<file path="config.mk">
export PLATFORM = sky130hd
export DESIGN_NAME = vram_bus_responder
export DESIGN_NICKNAME = d
export VERILOG_FILES = /design/src/rtl/vram_bus_responder.sv
export SDC_FILE = /design/constraint.sdc
export NUM_CORES = 1
export LEC_CHECK = 0
export ABC_AREA = 1
export CAP_MARGIN = 20
export CORE_MARGIN = 2
export CORE_UTILIZATION = 32
export DETAILED_ROUTE_END_ITERATION = 10
export GPL_TIMING_DRIVEN = 0
export PLACE_DENSITY = 0.82
export SLEW_MARGIN = 20
export SYNTH_ARGS = -nofsm -noshare
export SYNTH_HDL_FRONTEND = slang
export SYNTH_SLANG_ARGS = --single-unit
</file>
<file path="constraint.sdc">
create_clock -name clk -period 2.3 [get_ports clk]
set_input_delay 0.46 -clock clk [delete_from_list [all_inputs] [get_ports clk]]
set_output_delay 0.46 -clock clk [all_outputs]
set_load 0.1 [all_outputs]
</file>
<file path="src/rtl/vram_bus_responder.sv">
// vram_bus_responder
// Responder for the VRAM strobe/ack fetch protocol. Arbitrates the CPU port and
// three display fetch ports (layer0, layer1, sprite) onto a single-ported 32-bit
// VRAM. Each access completes as a one-cycle ack exactly RAM_LATENCY cycles after
// it was issued, with read data valid in the ack cycle.
// RAM_LATENCY is meant to be 1..3. The slot pipeline below is RAM_LATENCY deep, so
// a port's pending bit stays set for exactly the lifetime of its access.
module vram_bus_responder #(
    parameter int ADDR_W      = 15,
    parameter int RAM_LATENCY = 1
) (
    input  logic              clk,
    input  logic              rst,

    // CPU access port
    input  logic [ADDR_W-1:0] cpu_addr_i,
    input  logic [31:0]       cpu_wrdata_i,
    input  logic [3:0]        cpu_wrbytesel_i,
    input  logic              cpu_write_i,
    input  logic              cpu_strobe_i,
    output logic [31:0]       cpu_rddata_o,
    output logic              cpu_ack_o,

    // Display fetch ports
    input  logic [ADDR_W-1:0] l0_addr_i,
    input  logic              l0_strobe_i,
    output logic              l0_ack_o,
    input  logic [ADDR_W-1:0] l1_addr_i,
    input  logic              l1_strobe_i,
    output logic              l1_ack_o,
    input  logic [ADDR_W-1:0] spr_addr_i,
    input  logic              spr_strobe_i,
    output logic              spr_ack_o,
    output logic [31:0]       bus_rddata_o,

    // VRAM macro side
    output logic [ADDR_W-1:0] vram_addr_o,
    output logic [31:0]       vram_wrdata_o,
    output logic [3:0]        vram_wrbytesel_o,
    output logic              vram_write_o,
    output logic              vram_en_o,
    input  logic [31:0]       vram_rddata_i
);

    // Port indices, also the bit positions in the per-port vectors.
    localparam logic [1:0] PORT_CPU = 2'd0;
    localparam logic [1:0] PORT_L0  = 2'd1;
    localparam logic [1:0] PORT_L1  = 2'd2;
    localparam logic [1:0] PORT_SPR = 2'd3;

    // One in-flight access: which port it belongs to and whether it was a CPU write.
    typedef struct packed {
        logic       valid;
        logic [1:0] port;
        logic       isWrite;
    } slot_t;

    slot_t       pipe_q [RAM_LATENCY];
    slot_t       issueSlot;
    slot_t       retireSlot;

    logic [3:0]  strobeVec;
    logic [3:0]  ackVec;
    logic [3:0]  eligible;
    logic [3:0]  grantVec;
    logic        grantValid;
    logic [1:0]  grantPort;

    logic [3:0]  pending_q;
    logic [3:0]  pending_d;
    logic [31:0] cpuRdData_q;
    logic [31:0] cpuRdData_d;
    logic [31:0] busRdData_q;
    logic [31:0] busRdData_d;

    // The oldest slot retires in the cycle its RAM data is valid.
    assign retireSlot = pipe_q[RAM_LATENCY-1];

    // Decode the retiring slot into the per-port ack vector (at most one bit set).
    always_comb begin
        ackVec = 4'b0000;
        if (retireSlot.valid) begin
            ackVec[retireSlot.port] = 1'b1;
        end
    end

    // Fixed-priority arbitration cpu > l0 > l1 > spr among ports that request, have
    // nothing in flight, and are not being acked this cycle. Reset blocks all grants
    // so the RAM sees no access while reset is held.
    always_comb begin
        strobeVec  = {spr_strobe_i, l1_strobe_i, l0_strobe_i, cpu_strobe_i};
        eligible   = strobeVec & ~pending_q & ~ackVec & {4{~rst}};
        grantValid = 1'b0;
        grantPort  = PORT_CPU;
        grantVec   = 4'b0000;
        if (eligible[PORT_CPU]) begin
            grantValid = 1'b1;
            grantPort  = PORT_CPU;
        end else if (eligible[PORT_L0]) begin
            grantValid = 1'b1;
            grantPort  = PORT_L0;
        end else if (eligible[PORT_L1]) begin
            grantValid = 1'b1;
            grantPort  = PORT_L1;
        end else if (eligible[PORT_SPR]) begin
            grantValid = 1'b1;
            grantPort  = PORT_SPR;
        end
        if (grantValid) begin
            grantVec[grantPort] = 1'b1;
        end
    end

    // Drive the RAM straight from the grant and build the slot entering the pipeline.
    // Reads enable all byte lanes; only a CPU write uses the CPU byte enables.
    always_comb begin
        vram_en_o        = grantValid;
        vram_addr_o      = '0;
        vram_wrdata_o    = 32'h0;
        vram_wrbytesel_o = 4'h0;
        vram_write_o     = 1'b0;
        issueSlot        = '0;
        if (grantValid) begin
            vram_wrbytesel_o = 4'hF;
            issueSlot.valid  = 1'b1;
            issueSlot.port   = grantPort;
            case (grantPort)
                PORT_CPU: begin
                    vram_addr_o = cpu_addr_i;
                    if (cpu_write_i) begin
                        vram_write_o      = 1'b1;
                        vram_wrdata_o     = cpu_wrdata_i;
                        vram_wrbytesel_o  = cpu_wrbytesel_i;
                        issueSlot.isWrite = 1'b1;
                    end
                end
                PORT_L0:  vram_addr_o = l0_addr_i;
                PORT_L1:  vram_addr_o = l1_addr_i;
                default:  vram_addr_o = spr_addr_i;
            endcase
        end
    end

    // Pending bookkeeping and the read-data holding registers. A CPU write ack leaves
    // the CPU read data untouched; any display ack refreshes the broadcast bus.
    always_comb begin
        pending_d   = (pending_q & ~ackVec) | grantVec;
        cpuRdData_d = cpuRdData_q;
        busRdData_d = busRdData_q;
        if (ackVec[PORT_CPU] && !retireSlot.isWrite) begin
            cpuRdData_d = vram_rddata_i;
        end
        if (ackVec[PORT_L0] || ackVec[PORT_L1] || ackVec[PORT_SPR]) begin
            busRdData_d = vram_rddata_i;
        end
    end

    assign cpu_ack_o    = ackVec[PORT_CPU];
    assign l0_ack_o     = ackVec[PORT_L0];
    assign l1_ack_o     = ackVec[PORT_L1];
    assign spr_ack_o    = ackVec[PORT_SPR];
    assign cpu_rddata_o = cpuRdData_d;
    assign bus_rddata_o = busRdData_d;

    // Shift the in-flight slots one stage per cycle; reset drops anything in flight.
    always_ff @(posedge clk or posedge rst) begin
        if (rst) begin
            for (int i = 0; i < RAM_LATENCY; i++) begin
                pipe_q[i] <= '0;
            end
        end else begin
            pipe_q[0] <= issueSlot;
            for (int i = 1; i < RAM_LATENCY; i++) begin
                pipe_q[i] <= pipe_q[i-1];
            end
        end
    end

    // Register pending bits and the held read data.
    always_ff @(posedge clk or posedge rst) begin
        if (rst) begin
            pending_q   <= 4'b0000;
            cpuRdData_q <= 32'h0;
            busRdData_q <= 32'h0;
        end else begin
            pending_q   <= pending_d;
            cpuRdData_q <= cpuRdData_d;
            busRdData_q <= busRdData_d;
        end
    end

endmodule

</file>
==> Word-level counts from Yosys, hierarchy flattened <==
Cells that the tools add are included.
{ "word_totals": {"elab_cells": 55, "in_bits": 135, "output_inout_bits": 121, "register_bits": 72} }
{ "classes": {"n_bitwise": 8, "reduce_logical": 7, "n_eq_ne": 2, "n_mux": 28, "magnitude_cmp": 4} }
{ "ops": {"columns": ["cell", "n"], "rows": [
  ["two-way mux 32 bit", 5],
  ["one-hot mux 15 bit (3 select lines)", 1],
  ["two-way mux 4 bit", 6],
  ["AND 4 bit", 4],
  ["two-way mux 15 bit", 1],
  ["two-way mux 1 bit", 9],
  ["two-way mux 2 bit", 4],
  ["NOT 4 bit", 2],
  ["< comparator 2 x 3 -> 1 bit, second input constant", 2],
  ["demux 1 bit (select 2 bit)", 2],
  [">= comparator 2 x 1 -> 1 bit, second input constant", 2],
  ["bitwise OR 4 bit", 1],
  ["logical AND 1 bit", 3],
  ["== test 2 x 1 -> 1 bit, second input constant", 1],
  ["== test 2 bit, second input constant", 1],
  ["logical NOT 2 bit", 1],
  ["logical OR 1 bit", 2],
  ["logical NOT 1 bit", 1],
  ["NOT 1 bit", 1]
]} }

==> Depth between registers and ports, before layout <==
Gate-level depths: netlist (run 1).
{ "logic_depth": {"depth_word": 18, "mapped_depth": 10, "depth_no_buf": 9} }

==> Least setup slack after synthesis (run 1) <==
Ideal clock, no wire load.
{ "synth_timing": {"path_type": "reg2out", "start": "register pipe_q[3] (netlist bit)", "end": "output port vram_addr_o[10]", "required_ps": 1840, "stages_incl_launch_ff": 10, "arrival_ps": 4018, "setup_slack_ps": -2178, "path_buffers": 1, "cell_sequence": "dfrtp_1 nand2_1 nor2_1 nor2_1 nor2_4 nand2_2 buf_2 nand2_1 nor2_1 a21oi_1"} }
{ "synth_via": {"elab_cells_between_ends": 17, "classes_between": "eq/ne (2); mux (11); bitwise (3); reduce/logical (1)"} }
{ "synth_lines": {"columns": ["element", "line", "source"], "rows": [
  ["start, declared", "58", "slot_t pipe_q [RAM_LATENCY];"],
  ["start signal, assigned by index", "174", "pipe_q[i] <= pipe_q[i-1];"],
  ["two-way mux 4 bit (*)", "82", "if (retireSlot.valid) begin"],
  ["net l0_ack_o", "27", "output logic l0_ack_o,"],
  ["NOT 4 bit (*)", "92", "eligible = strobeVec & ~pending_q & ~ackVec & {4{~rst}};"],
  ["AND 4 bit (*) (2 in a row)", "92", null],
  ["two-way mux 2 bit", "99", "end else if (eligible[PORT_L0]) begin"],
  ["two-way mux 2 bit", "96", "if (eligible[PORT_CPU]) begin"],
  ["== test 2 bit, or another cell as far along", "127", "case (grantPort)"],
  ["one-hot mux 15 bit (3 select lines)", "127", null],
  ["two-way mux 15 bit (*)", "123", "if (grantValid) begin"],
  ["end, declared", "37", "output logic [ADDR_W-1:0] vram_addr_o,"]
]} }
Mark *: on every way through the listed nets, which the timed path passes. The rest lies on a longest branch.

==> Worst setup path in the final report (run 1) <==
{ "layout_timing": {"start": "register pipe_q[3] (netlist bit)", "end": "output port vram_addr_o[2]"} }
{ "layout_via": {"elab_chain_len": 11, "elab_cells_between_ends": 17, "classes_between": "eq/ne (2); mux (11); bitwise (3); reduce/logical (1)"} }
{ "layout_lines": {"columns": ["element", "line", "source"], "rows": [
  ["two-way mux 4 bit (*)", "82", null],
  ["NOT 4 bit (*)", "92", null],
  ["AND 4 bit (*) (2 in a row)", "92", null],
  ["two-way mux 2 bit", "105", "end else if (eligible[PORT_SPR]) begin"],
  ["two-way mux 2 bit", "102", "end else if (eligible[PORT_L1]) begin"],
  ["two-way mux 2 bit", "99", null],
  ["two-way mux 2 bit", "96", null],
  ["== test 2 bit, or another cell as far along", "127", null],
  ["one-hot mux 15 bit (3 select lines)", "127", null],
  ["two-way mux 15 bit (*)", "123", null]
]} }
Mark *: on every way between the ends. The rest lies on a longest branch, timed or not.

==> flow_summary.ini, run 1 <==
[worst_setup_path]
crit_family = simple AND/OR/NAND/NOR gates
crit_slowest_cell = dfrtp_2
crit_fanout = 7
r2r_slack_ns = 0.58
worstSetupPathType = flip-flop to primary output
crit_chain = nand2_2, nor2_4, nor2_4, nor2_4, nand2_4, buf_6, o21ai_1, a21oi_4, buf_12
critical_path_arrival_ns = 2.15
critPathMaxStageDelay_ns = 0.47
critPathCaptureType = primary output
required_ns = 1.84
crit_buf_inv = 2
start_kind = flip-flop
crit_top_cell = nor2_4

[synth]
synth.distinct_cells = 18
muxShareOfSynthArea_pct = 19.4
ys_seq_area_share_pct = 48.5
syn-mean-instance-area_um2 = 9.04
synth_top_area_share_pct = 48.5
synthAdderAreaFrac_pct = 0
synth_top_area_cell = dfrtp_1
yosysWarnings = 0
mappedNetlistNets = 546
syn_area_um2 = 3710
synth_top_family_by_area = multiplexers
synth-compound-area-share_pct = 4.85
synth_xor_area_share_pct = 0
synth_area_leaders = dfrtp_1 49%, mux2_2 19%, nor2_1 7.3%
ys_seq_elements = 72
synthSimpleGateAreaFrac_pct = 17.9
syn-instance-count = 411

[global_route]
grt_overflow = 0
track_usage_pct = 23.8
grt_antenna_before_repair = 1
grt_pass1_wl_um = 23400
grt_max_degree = 41
grt_pass1_vias = 4559

[power]
totalPowerFinal_mw = 11.0
ir_worst_vdd_mv = 1.39
cellLeakagePower_nw = 3.88
power_density_nw_per_um2 = 1310

[clocking]
cts-buffers-inserted = 9
cts_tree = built
ctsHoldBuffers = 0
clk_pin_slew_ns = 0.05
clkLatencyLatePin_ns = 0.33
ctsRootBufferMaster = clkbuf_16
clock_path_buffers = 2
cts_sinks = 72
htree_levels = 3

[floorplanning]
fp.dieW_um = 112
die_area_um2 = 12500
core_area_um2 = 11400
start_util_pct = 32.7
io_pins = 256
num_rows = 39
die_h_um = 112

[sta]
fin_crit_ns = 2.61
max_slew_margin_pct = 61.7
holdWs_ns = 0.206
setup_ws_ns = -0.314
worst_pin_slew_ns = 0.577
clock-skew-final_ns = 0.00617
drv_slew = 0
rsz0062_at_grt = true
fin_crit_sh_pct = 114
finalHoldViolations = 0
setup_tns_ns = -19.18
setup_viol_count_final = 112
fmax_ghz = 0.382

[drt]
wl_um = 15300
drt_first_iter_violations = 187
wl_per_cell_um = 17.9
drc = 0
via_count = 4123
ant_nets = 0
via_per_inst = 4.84
drtPass1Iterations = 4

[placed_design]
dpl_cell_area_um2 = 6960
port_buffers = 255
place_congestion = 0.920
pre_cts_ws_ns = -1.61
dp_cells = 810
hpwl_um = 10700

[finish]
n_fill_cell = 714
utilization_pct = 74.0
drive_above_1_share_pct = 51.2
design_area_um2 = 8420
syn_to_final_growth_pct = 127
instances_no_fill = 851
final_nets = 837

[min_path]
hp-class = input port to async pin

[outcome]
violations = negative setup slack
outcome = finished with violations

[run]
max_cap_viol_count = 0
-- final timing paths --
kind | cells after the start | startpoint | to
worst max-delay path | 9 | pipe_q[3] | vram_addr_o[2]
min in group clk | 1 | busRdData_q[7] | busRdData_q[7]
max in group asynchronous | 3 | rst | busRdData_q[24]
worst min register to register | 1 | busRdData_q[7] | busRdData_q[7]
worst max register to register | 6 | pipe_q[1] | cpuRdData_q[23]
worst min-delay path | 2 | rst | pending_q[1]
-- cells by family (layout without fill, tap and decap cells) --
logic type	Yosys count	count (layout)
other cells	0	1
simple gates	158	159
flops	72	72
buf+inv	81	376
compound gates	36	36
mux	64	64
-- area by class of cell --
| class | instances | area (µm²) | share of cell area [%] |
|---|---|---|---|
| multi-input cells | 259 | 2280 | 27.1 |
| flip-flops and latches | 72 | 1810 | 21.4 |
| diodes | 1 | 2.50 | 0.0297 |
| clock inverters | 4 | 52.6 | 0.624 |
| repair buffers | 279 | 3340 | 39.7 |
| well taps | 143 | 179 | 2.13 |
| inverters | 63 | 243 | 2.88 |
| plain buffers | 18 | 254 | 3.02 |
| clock buffers | 12 | 256 | 3.05 |
-- report_power, final --
part / internal (mW) / leakage (nW) / total [mW] / switching [mW]
logic: 2.19 / 2.83 / 7.70 / 5.50
registers: 1.75 / 0.897 / 1.90 / 0.155
clock network: 0.900 / 0.153 / 1.41 / 0.508
total: 4.84 / 3.88 / 11.0 / 6.17
-- Yosys cell counts --
master	number
a21oi_1	16
inv_1	63
nand2_1	53
dfrtp_1	72
o21ai_0	19
nor2_1	72
nor2_4	3
clkbuf_1	3
buf_2	7
nor2_2	1
o21ai_1	1
nand3_2	1
clkbuf_2	1
buf_6	2
nand2_2	3
mux2_2	64
buf_4	5
nand3_1	25
-- layout by cell type (no fill, tap or decap), drive strengths merged --
cell / netlist / final
clkinvlp: 0 / 1
clkbuf: 4 / 20
dfrtp: 72 / 72
bufinv: 0 / 1
nand2: 56 / 57
a21oi: 16 / 16
clkinv: 0 / 3
nand3: 26 / 26
inv: 63 / 62
diode: 0 / 1
nor2: 76 / 76
clkdlybuf4s15: 0 / 4
buf: 14 / 152
clkdlybuf4s50: 0 / 131
mux2: 64 / 64
dlygate4sd2: 0 / 2
o21ai: 20 / 20
-- sequential cells by signal, summed over array words and instances (netlist names) --
signal / flops
busRdData_q: 32
cpuRdData_q: 32
pipe_q: 4
pending_q: 4
-- per-layer routing --
| layer | vias to the layer above | routed length [µm] | GRT usage (%) |
|---|---|---|---|
| met3 | 50 | 831 | 4.90 |
| met2 | 210 | 8280 | 43.5 |
| met1 | 1986 | 5220 | 23.7 |
| li1 | 1877 | - | - |
| met5 | - | 0 | 0 |
| met4 | 0 | 935 | 17.3 |
-- what timing repair did --
item | in CTS | in global routing
cloned | 8 | 0
setup buffers | 12 | 5
hold endpoints to repair | 0 | 0
resized for setup | 977 | 70
pin swaps | 17 | 13
setup endpoints to repair | 121 | 117
Power figures use the tool's default switching activity.
==> run 2, diff against run 1 <==
SKIP_CTS_REPAIR_TIMING = 1   (was unset)
==> flow_summary.ini, run 2 (synthesis results as in run 1) <==
[floorplanning]
io_pins = 256
fp.dieW_um = 112
die_h_um = 112
start_util_pct = 32.7
num_rows = 39
core_area_um2 = 11400
die_area_um2 = 12500

[sta]
max_slew_margin_pct = 33.1
clock-skew-final_ns = 0.00603
fmax_ghz = 0.378
rsz0062_at_grt = true
worst_pin_slew_ns = 1.00
fin_crit_ns = 2.64
setup_ws_ns = -0.342
holdWs_ns = 0.234
finalHoldViolations = 0
setup_tns_ns = -21.54
fin_crit_sh_pct = 115
setup_viol_count_final = 112
drv_slew = 0

[drt]
via_per_inst = 4.79
via_count = 4040
drc = 0
wl_um = 14600
ant_nets = 0
wl_per_cell_um = 17.3
drtPass1Iterations = 4
drt_first_iter_violations = 235

[finish]
top_regs = busRdData_q: 32 flops, cpuRdData_q: 32 flops
final_cell_mix = 132 x clkdlybuf4s50_1, 69 x dfrtp_1, 64 x mux2_2
insertedDiodeCount = 0
syn_to_final_growth_pct = 117
seqCellArea_um2 = 1810
final_common_cell = clkdlybuf4s50_1
drive_above_1_share_pct = 49.4
n_fill_cell = 773
multi_input_area_um2 = 2180
final_nets = 831

[global_route]
grt_pass1_wl_um = 20500
grt_pass1_vias = 4097
track_usage_pct = 20.7
grt_max_degree = 41
grt_overflow = 0
grt_antenna_before_repair = 0

[outcome]
violations = negative setup slack
outcome = finished with violations

[worst_setup_path]
r2r_slack_ns = 0.59
start_kind = flip-flop
critPathMaxStageDelay_ns = 0.46
r2r_cells = 6
r2r-start = pipe_q[2]
crit_chain = inv_2, nand2_2, nor2_4, nor2_4, buf_6, nor2_4, buf_4, nand2_1, nand2_1, nor2_2, a21oi_4, buf_12
crit_fanout = 5
crit_slowest_cell = dfrtp_2
required_ns = 1.84
critical_path_arrival_ns = 2.18
critPathCaptureType = primary output
crit_cells = 12
r2r-end = cpuRdData_q[24]
crit_top_cell = nor2_4
crit_buf_inv = 4
worstSetupPathType = flip-flop to primary output
crit_family = simple AND/OR/NAND/NOR gates

[power]
cellLeakagePower_nw = 3.79
p_sw_share_pct = 57.5
p_comb_share_pct = 68.7
ir_worst_vdd_mv = 1.28
internal_power_mw = 4.47
pwr-share-seq_pct = 18.0
power_density_nw_per_um2 = 1310
power_frac_clock_pct = 13.3
p_sw_mw = 6.06

[clocking]
cts_sinks = 72
ctsRootBufferMaster = clkbuf_16
clock_path_buffers = 2
htree_levels = 3
clkLatencyLatePin_ns = 0.33
cts-buffers-inserted = 9
cts_tree = built
clk_pin_slew_ns = 0.05

[placed_design]
pre_cts_ws_ns = -1.61
port_buffers = 255
hpwl_um = 10700
place_congestion = 0.920

[min_path]
hp-class = input port to async pin

[run]
max_cap_viol_count = 0
-- run 2: cell count changes in the layout (fill, tap and decap cells not counted), sizes merged --
cell           delta
clkdlybuf4s15     -4
dlymetal6s2s      +4
buf               -3
dlygate4sd2       -2
clkbuf            -1
clkdlybuf4s50     +1
diode             -1
nand2             -1
-- run 2: through the flow --
stage	util, %	power (mW)	instances	area (µm²)
floorplan	-	7.29	411	4210
finish	70.7	10.5	844	8040
global route	70.7	10.9	844	8040
global placement	61.0	8.75	809	6940
detailed placement	61.2	8.85	810	6960
CTS	63.9	10.3	826	7270
-- run 2: per-layer routing --
metal | global-route usage [%] | vias to the layer above | wire [µm]
met3 | 4.30 | 51 | 897
li1 | - | 1874 | -
met5 | 0 | - | 0
met2 | 39.6 | 211 | 7990
met4 | 11.1 | 0 | 857
met1 | 20.8 | 1904 | 4890
-- run 2: power by group through the flow --
stage | Sequential, mW | Combinational [mW] | Clock [mW]
after global placement | 1.87 | 6.87 | 0
after detailed placement | 1.91 | 6.94 | 0
after global routing | 1.94 | 7.43 | 1.49
after CTS | 1.89 | 6.96 | 1.44
after floorplan | 1.86 | 5.43 | 0
final | 1.89 | 7.24 | 1.40
-- run 2: worst max-delay path by stage --
| stage | start | to | slack [ns] |
|---|---|---|---|
| finish | pipe_q[1] | vram_addr_o[3] | -0.34 |
| global route | pipe_q[1] | vram_addr_o[12] | -0.44 |
| global placement | rst | vram_addr_o[9] | -1.51 |
| floorplan | pipe_q[1] | vram_addr_o[0] | -0.44 |
| CTS | rst | vram_addr_o[9] | -1.63 |
| detailed placement | rst | vram_addr_o[9] | -1.61 |
-- run 2: final cells by class --
type	count	share of cell area, %
multi-input cells	258	27.2
plain buffers	18	2.71
inverters	63	3.02
clock buffers	12	3.19
well taps	143	2.22
flip-flops and latches	72	22.4
clock inverters	4	0.653
repair buffers	274	38.6
-- run 2: worst reg2reg max path, delay by kind of cell, from the launching register on --
kind                   cells  cell delay (ns)
muxes                      1             0.36
buffers and inverters      3             0.42
DFF                        1             0.46
and+or+nand+nor            2             0.35
